**config.mk**
```make
export PLATFORM = sky130hd
export DESIGN_NAME = lcd_digit_driver
export DESIGN_NICKNAME = d
export VERILOG_FILES = /design/src/rtl/lcd_digit_driver.sv
export SDC_FILE = /design/constraint.sdc
export NUM_CORES = 1
export LEC_CHECK = 0
export ABC_AREA = 1
export BUFFER_PORTS_ARGS = -buffer_cell sky130_fd_sc_hd__buf_2
export CAP_MARGIN = 20
export CORE_ASPECT_RATIO = 1.2
export CORE_MARGIN = 4
export CORE_UTILIZATION = 57
export DETAILED_ROUTE_END_ITERATION = 7
export GPL_TIMING_DRIVEN = 1
export PLACE_DENSITY = 0.76
export SYNTH_ARGS = -nofsm -noshare
export SYNTH_HDL_FRONTEND = slang
export SYNTH_SLANG_ARGS = --single-unit
```
**constraint.sdc**
```tcl
create_clock -name clock_50 -period 4.5 [get_ports clock_50]
set_clock_uncertainty 0.15 [all_clocks]
set_input_delay 0.225 -clock clock_50 [delete_from_list [all_inputs] [get_ports clock_50]]
set_output_delay 0.225 -clock clock_50 [all_outputs]
set_load 0.02 [all_outputs]
```
**src/rtl/lcd_digit_driver.sv**
```systemverilog
// lcd_digit_driver: write-only HD44780 driver for a 16x2 LCD in 8-bit mode.
// Runs the power-up init sequence, then refreshes line 1 endlessly with
// "A:t1o1 B:t2o2 C:t3o3  " built from a per-frame snapshot of the BCD digits.
module lcd_digit_driver #(
  parameter int POWERUP_CYC    = 750000,
  parameter int EN_CYC         = 25,
  parameter int CMD_WAIT_CYC   = 2500,
  parameter int CLEAR_WAIT_CYC = 100000
) (
  input  logic       clock_50,
  input  logic       reset,
  input  logic [3:0] tens1,
  input  logic [3:0] ones1,
  input  logic [3:0] tens2,
  input  logic [3:0] ones2,
  input  logic [3:0] tens3,
  input  logic [3:0] ones3,
  output logic       ready,
  output logic       frame_done,
  output logic       LCD_ON,
  output logic       LCD_BLON,
  output logic       LCD_RW,
  output logic       LCD_EN,
  output logic       LCD_RS,
  output logic [7:0] LCD_DATA
);

  // One shared counter, sized for the largest interval so it never wraps.
  localparam int MAX_AB  = (POWERUP_CYC > EN_CYC) ? POWERUP_CYC : EN_CYC;
  localparam int MAX_CD  = (CMD_WAIT_CYC > CLEAR_WAIT_CYC) ? CMD_WAIT_CYC : CLEAR_WAIT_CYC;
  localparam int MAX_ALL = (MAX_AB > MAX_CD) ? MAX_AB : MAX_CD;
  localparam int CNT_W   = $clog2(MAX_ALL + 1);

  // The reset cycle itself does not count, so the power-up wait compares
  // against POWERUP_CYC; the other states start at 0 on entry and end at N-1.
  localparam logic [CNT_W-1:0] PWR_LAST = CNT_W'(POWERUP_CYC);
  localparam logic [CNT_W-1:0] EN_LAST  = CNT_W'(EN_CYC - 1);
  localparam logic [CNT_W-1:0] CMD_LAST = CNT_W'(CMD_WAIT_CYC - 1);
  localparam logic [CNT_W-1:0] CLR_LAST = CNT_W'(CLEAR_WAIT_CYC - 1);

  // Sequencer indices: 0..3 init commands, 4 = set-DDRAM 0x80, 5..20 characters.
  localparam logic [4:0] IDX_INIT_LAST = 5'd3;
  localparam logic [4:0] IDX_HOME      = 5'd4;
  localparam logic [4:0] IDX_LAST      = 5'd20;

  typedef enum logic [1:0] {PWR_WAIT, SETUP, EN_HIGH, WAIT} state_t;

  state_t           state_q, state_d;
  logic [CNT_W-1:0] cnt_q, cnt_d;
  logic [4:0]       idx_q, idx_d;
  logic             en_q, en_d;
  logic             rs_q, rs_d;
  logic [7:0]       data_q, data_d;
  logic             ready_q, ready_d;
  logic             fd_q, fd_d;
  logic [23:0]      snap_q;
  logic [CNT_W-1:0] wait_last;
  logic [8:0]       byte_nxt;

  // BCD digit to ASCII; anything above 9 shows as '-'.
  function automatic logic [7:0] digit_ascii(input logic [3:0] d);
    return (d <= 4'd9) ? (8'h30 | {4'h0, d}) : 8'h2D;
  endfunction

  // {RS, DATA} for a sequencer index. s = {t1,o1,t2,o2,t3,o3}.
  function automatic logic [8:0] byte_sel(input logic [4:0] idx, input logic [23:0] s);
    logic [8:0] b;
    case (idx)
      5'd0:    b = {1'b0, 8'h38};
      5'd1:    b = {1'b0, 8'h0C};
      5'd2:    b = {1'b0, 8'h01};
      5'd3:    b = {1'b0, 8'h06};
      5'd4:    b = {1'b0, 8'h80};
      5'd5:    b = {1'b1, 8'h41};
      5'd6:    b = {1'b1, 8'h3A};
      5'd7:    b = {1'b1, digit_ascii(s[23:20])};
      5'd8:    b = {1'b1, digit_ascii(s[19:16])};
      5'd9:    b = {1'b1, 8'h20};
      5'd10:   b = {1'b1, 8'h42};
      5'd11:   b = {1'b1, 8'h3A};
      5'd12:   b = {1'b1, digit_ascii(s[15:12])};
      5'd13:   b = {1'b1, digit_ascii(s[11:8])};
      5'd14:   b = {1'b1, 8'h20};
      5'd15:   b = {1'b1, 8'h43};
      5'd16:   b = {1'b1, 8'h3A};
      5'd17:   b = {1'b1, digit_ascii(s[7:4])};
      5'd18:   b = {1'b1, digit_ascii(s[3:0])};
      5'd19:   b = {1'b1, 8'h20};
      5'd20:   b = {1'b1, 8'h20};
      default: b = {1'b0, 8'h00};
    endcase
    return b;
  endfunction

  // Next-state, counter, sequencer and registered-output logic.
  always_comb begin
    state_d   = state_q;
    cnt_d     = cnt_q;
    idx_d     = idx_q;
    en_d      = en_q;
    rs_d      = rs_q;
    data_d    = data_q;
    ready_d   = ready_q;
    fd_d      = 1'b0;
    byte_nxt  = 9'h000;
    wait_last = (!rs_q && data_q == 8'h01) ? CLR_LAST : CMD_LAST;
    case (state_q)
      PWR_WAIT: begin
        if (cnt_q == PWR_LAST) begin
          state_d  = SETUP;
          cnt_d    = '0;
          idx_d    = 5'd0;
          byte_nxt = byte_sel(5'd0, snap_q);
          rs_d     = byte_nxt[8];
          data_d   = byte_nxt[7:0];
        end else begin
          cnt_d = cnt_q + 1'b1;
        end
      end
      SETUP: begin
        state_d = EN_HIGH;
        cnt_d   = '0;
        en_d    = 1'b1;
      end
      EN_HIGH: begin
        if (cnt_q == EN_LAST) begin
          state_d = WAIT;
          cnt_d   = '0;
          en_d    = 1'b0;
        end else begin
          cnt_d = cnt_q + 1'b1;
        end
      end
      WAIT: begin
        if (cnt_q == wait_last) begin
          state_d = SETUP;
          cnt_d   = '0;
          if (idx_q == IDX_INIT_LAST) begin
            idx_d   = IDX_HOME;
            ready_d = 1'b1;
          end else if (idx_q == IDX_LAST) begin
            idx_d = IDX_HOME;
            fd_d  = 1'b1;
          end else begin
            idx_d = idx_q + 5'd1;
          end
          byte_nxt = byte_sel(idx_d, snap_q);
          rs_d     = byte_nxt[8];
          data_d   = byte_nxt[7:0];
        end else begin
          cnt_d = cnt_q + 1'b1;
        end
      end
      default: begin
        state_d = PWR_WAIT;
        cnt_d   = '0;
      end
    endcase
  end

  // State, counter and LCD bus registers with synchronous reset.
  always_ff @(posedge clock_50) begin
    if (reset) begin
      state_q <= PWR_WAIT;
      cnt_q   <= '0;
      idx_q   <= 5'd0;
      en_q    <= 1'b0;
      rs_q    <= 1'b0;
      data_q  <= 8'h00;
      ready_q <= 1'b0;
      fd_q    <= 1'b0;
    end else begin
      state_q <= state_d;
      cnt_q   <= cnt_d;
      idx_q   <= idx_d;
      en_q    <= en_d;
      rs_q    <= rs_d;
      data_q  <= data_d;
      ready_q <= ready_d;
      fd_q    <= fd_d;
    end
  end

  // Digit snapshot taken during the 0x80 SETUP cycle so each frame is coherent.
  always_ff @(posedge clock_50) begin
    if (state_q == SETUP && idx_q == IDX_HOME) begin
      snap_q <= {tens1, ones1, tens2, ones2, tens3, ones3};
    end
  end

  assign ready      = ready_q;
  assign frame_done = fd_q;
  assign LCD_EN     = en_q;
  assign LCD_RS     = rs_q;
  assign LCD_DATA   = data_q;
  assign LCD_ON     = 1'b1;
  assign LCD_BLON   = 1'b1;
  assign LCD_RW     = 1'b0;

endmodule
```
==> summary.md <==
| Metric | Value |
|---|---|
| Status | `complete, no violations` |
| Most frequent cells in the layout | `93 x nand2_1, 69 x nor2_1, 52 x inv_1, 39 x dfxtp_1, 37 x buf_2` |
| Row count | `31` |
| CP Cell Sequence | `inv_1 > ha_1 > nand4_4 > nand3_1 > inv_2 > nand2_1 > inv_2 > nand2_1 > nand3_1 > nor3_1 > nand3_1 > nand2_1 > inv_1` |
| Wire length of the first global-routing pass | `14.54 mm` |
| CTS root buf | `clkbuf_8` |
| Worst-margin pin slew | `0.6558 ns` |
| Async S/R FF share, synth | `0` |
| H-tree levels | `3` |
| TritonRoute pass-1 iters | `5` |
| # setup viols final | `0` |
| Yosys Warn Count | `0` |
| DRC violations left | `0` |
| Critical Path RT | `4.58 ns` |
| GPL Wtd Cong | `0.9457` |
| Seq/Total Area, Yosys | `0.4145` |
| Crit. End Element | `flip-flop` |
| Pwr per Cell Area | `248.5 nW/µm²` |
| Period utilization | `0.5453` |
| Largest net degree at the start of global routing | `25` |
| Placement Setup Slack | `2.117 ns` |
| # port buffers | `37` |
| Critical path's slowest cell | `dfxtp_1` |
| Hold Vio Cnt, Final | `0` |
| Crit path kind | `flip-flop to flip-flop` |
| Post-synthesis instance area | `3622 µm²` |
| I/O Pins | `41` |
| Fraction of layout cells with a size suffix above 1 | `0.1929` |
| N_diodes | `0` |
| Synth Instances | `470` |
| Global Route Usage Sum | `0.2456` |
| HP Class | `input pin to flip-flop` |
| Post-synth EDFFs | `24` |
| Final slew viol count | `0` |
| Die span in y | `95.33 µm` |
| Static Leak | `1.768 nW` |
| FILL cells | `522` |
| Vias in the first global route | `3163` |
| Area of the multi-input gates | `1827 µm²` |
| Via count | `3263` |
| Initial Utilization | `0.5948` |
| Worst setup margin | `2.046 ns` |
| Seq. cell area | `1501 µm²` |
| P&R area growth vs syn | `17.72%` |
| Core Region | `6090 µm²` |
| CTS tree | `done` |
| CTS Buffer Depth | `2` |
| Initial antenna violation count | `0` |
| Die area | `7699 µm²` |
| Fin nets | `571` |
| DRT antenna net count | `0` |
| Post-synth cell types | `39` |
| Dpl hpwl | `5.997 mm` |
| Final setup TNS | `0 ns` |
| Clk_lat worst skew | `0.34 ns` |
| Post-CTS setup buffer count | `0` |
| Max capacitance violation total | `0` |
| Worst hold path startpoint | `reset` |
| WL/cell | `13.76 µm` |
| Crit path DAT | `2.54 ns` |
| Reg2reg setup slack | `2.05 ns` |
| Achievable clock frequency | `407.5 MHz` |
| RSZ-0062 raised after global routing | `false` |
| Crit path time final | `2.454 ns` |
| Clock sinks | `63` |
| FF+latch count, synth | `63` |
| Resize count post-CTS | `0` |
| Synth Flop Type | `dfxtp_1` |
| Worst-case reg-to-reg path depth | `13` |
| Die Wd | `80.77 µm` |
| GR Overflow Total | `0` |
| Reg2reg end | `LCD_DATA[4]$_SDFFE_PP0P_` |
| CP startpoint kind | `flip-flop` |
| Vias/cell | `5.254` |
| Max_slew headroom | `0.5618` |
| WHS Endpoint | `ready$_SDFFE_PP0P_` |
| Syn Area/Cell | `7.707 µm²` |
| Clock Pin Slew Worst Setup and Hold Paths | `0.07 ns` |
| R2r startpoint | `idx_q[0]$_SDFFE_PP0P_` |
| Hold depth | `2` |
| Largest incremental delay on the critical path | `0.37 ns` |
| Starting DRT DRC Count | `315` |
| Crit-path max FO | `8` |
| CTS Buf Count | `9` |
| Most common cell after layout, fill and taps aside | `nand2_1` |
| Max VDD drop | `0.0001867 V` |
| Total Wirelength | `8.546 mm` |
[stage by stage]
step                total power, mW  instance area [µm²]  utilization  hold slack (ns)  cells
finish                        1.060                 4264       0.7002          0.09336    621
floorplan                    0.6242                 3626            -           0.1739    471
detailed placement           0.6346                 3860       0.6339           0.2531    581
CTS                           1.058                 4264       0.7002          0.08340    621
global placement             0.6336                 3860       0.6339           0.2517    581
global route                  1.102                 4264       0.7002           0.1080    621
[cell type report]
| class | count | area share |
|---|---|---|
| clock inverter | 7 | 0.009390 |
| tap | 82 | 0.02406 |
| timing repair buffer | 62 | 0.1015 |
| multi-input combinational | 335 | 0.4284 |
| sequential | 63 | 0.3521 |
| clock buffer | 9 | 0.02905 |
| inverter | 63 | 0.05546 |
[per-layer routing]
metal  global-route usage  vias up  share of wire  wire, µm
met5                    0        -              0         0
met4               0.1239        0          0.029       250
met3              0.03592       22          0.046       397
met2               0.4075      100           0.48      4124
met1               0.3102     1492           0.44      3775
li1                     -     1649              -         -
[power breakdown]
group	internal [mW]	total, mW	leakage, nW	switching (mW)
clock	0.194	0.420	0.0761	0.227
sequential	0.593	0.596	0.530	0.00295
combinational	0.0251	0.0437	1.16	0.0186
total	0.811	1.06	1.77	0.248
[critical path: cells and delay by family, from the launching register on]
kind	cells	cell delay, ns
buffers and inverters	4	0.38
adders and majority gates	1	0.25
and+or+nand+nor	8	1.19
DFF	1	0.37
[worst max path at each step]
| stage | from | endpoint | slack, ns | depth (start not counted) |
|---|---|---|---|---|
| finish | idx_q[0]$_SDFFE_PP0P_ | LCD_DATA[4]$_SDFFE_PP0P_ | 2.05 | 13 |
| global route | idx_q[1]$_SDFFE_PP0P_ | LCD_DATA[4]$_SDFFE_PP0P_ | 1.89 | 12 |
| CTS | idx_q[1]$_SDFFE_PP0P_ | LCD_DATA[4]$_SDFFE_PP0P_ | 2.08 | 12 |
| detailed placement | idx_q[0]$_SDFFE_PP0P_ | LCD_DATA[4]$_SDFFE_PP0P_ | 2.12 | 13 |
| global placement | idx_q[0]$_SDFFE_PP0P_ | LCD_DATA[4]$_SDFFE_PP0P_ | 2.15 | 13 |
| floorplan | idx_q[0]$_SDFFE_PP0P_ | snap_q[0]$_DFFE_PP_ | 1.45 | 4 |
[flip-flops by register name, indices dropped and copies added, names as in the netlist, 2 cells and up]
name	count
LCD_DATA	8
cnt_q	20
idx_q	5
snap_q	24
state_q	2
[Yosys cell counts (2+ instances only)]
library cell,n,area (µm²)
a21oi_1,17,85.08
buf_2,2,10.01
buf_4,5,37.54
conb_1,2,7.510
dfxtp_1,39,780.8
edfxtp_1,24,720.7
ha_1,11,137.6
inv_1,52,195.2
inv_2,11,41.29
nand2_1,93,349.1
nand2_2,9,56.30
nand3_1,30,150.1
nand3_2,5,50.05
nand3_4,3,52.55
nand3b_1,2,15.01
nand4_1,9,56.30
nor2_1,69,259.0
nor2_2,8,50.05
nor2_4,5,56.30
nor3_1,22,110.1
nor3_2,4,40.04
nor3b_1,2,15.01
nor4_1,6,37.54
o21ai_0,13,65.06
o21ai_1,6,30.03
xor2_1,8,70.07
[kinds of logic (layout without fill, tap and decap cells)]
family          Yosys count  after routing  share of synthesized area
simple gates            272            272                     0.3769
fa+ha+maj                11             11                    0.03800
compound gates           39             39                    0.05562
other cells               2              3                   0.002073
flops                    63             63                     0.4145
xor+xnor                 10             10                    0.02936
buf+inv                  73            141                    0.08359
[what timing repair did]
item	4_1_cts	5_1_grt
endpoints found under the hold margin	24	0
endpoints found under the setup margin	0	0
hold buffers	24	0
Power figures use the tool's default switching activity.
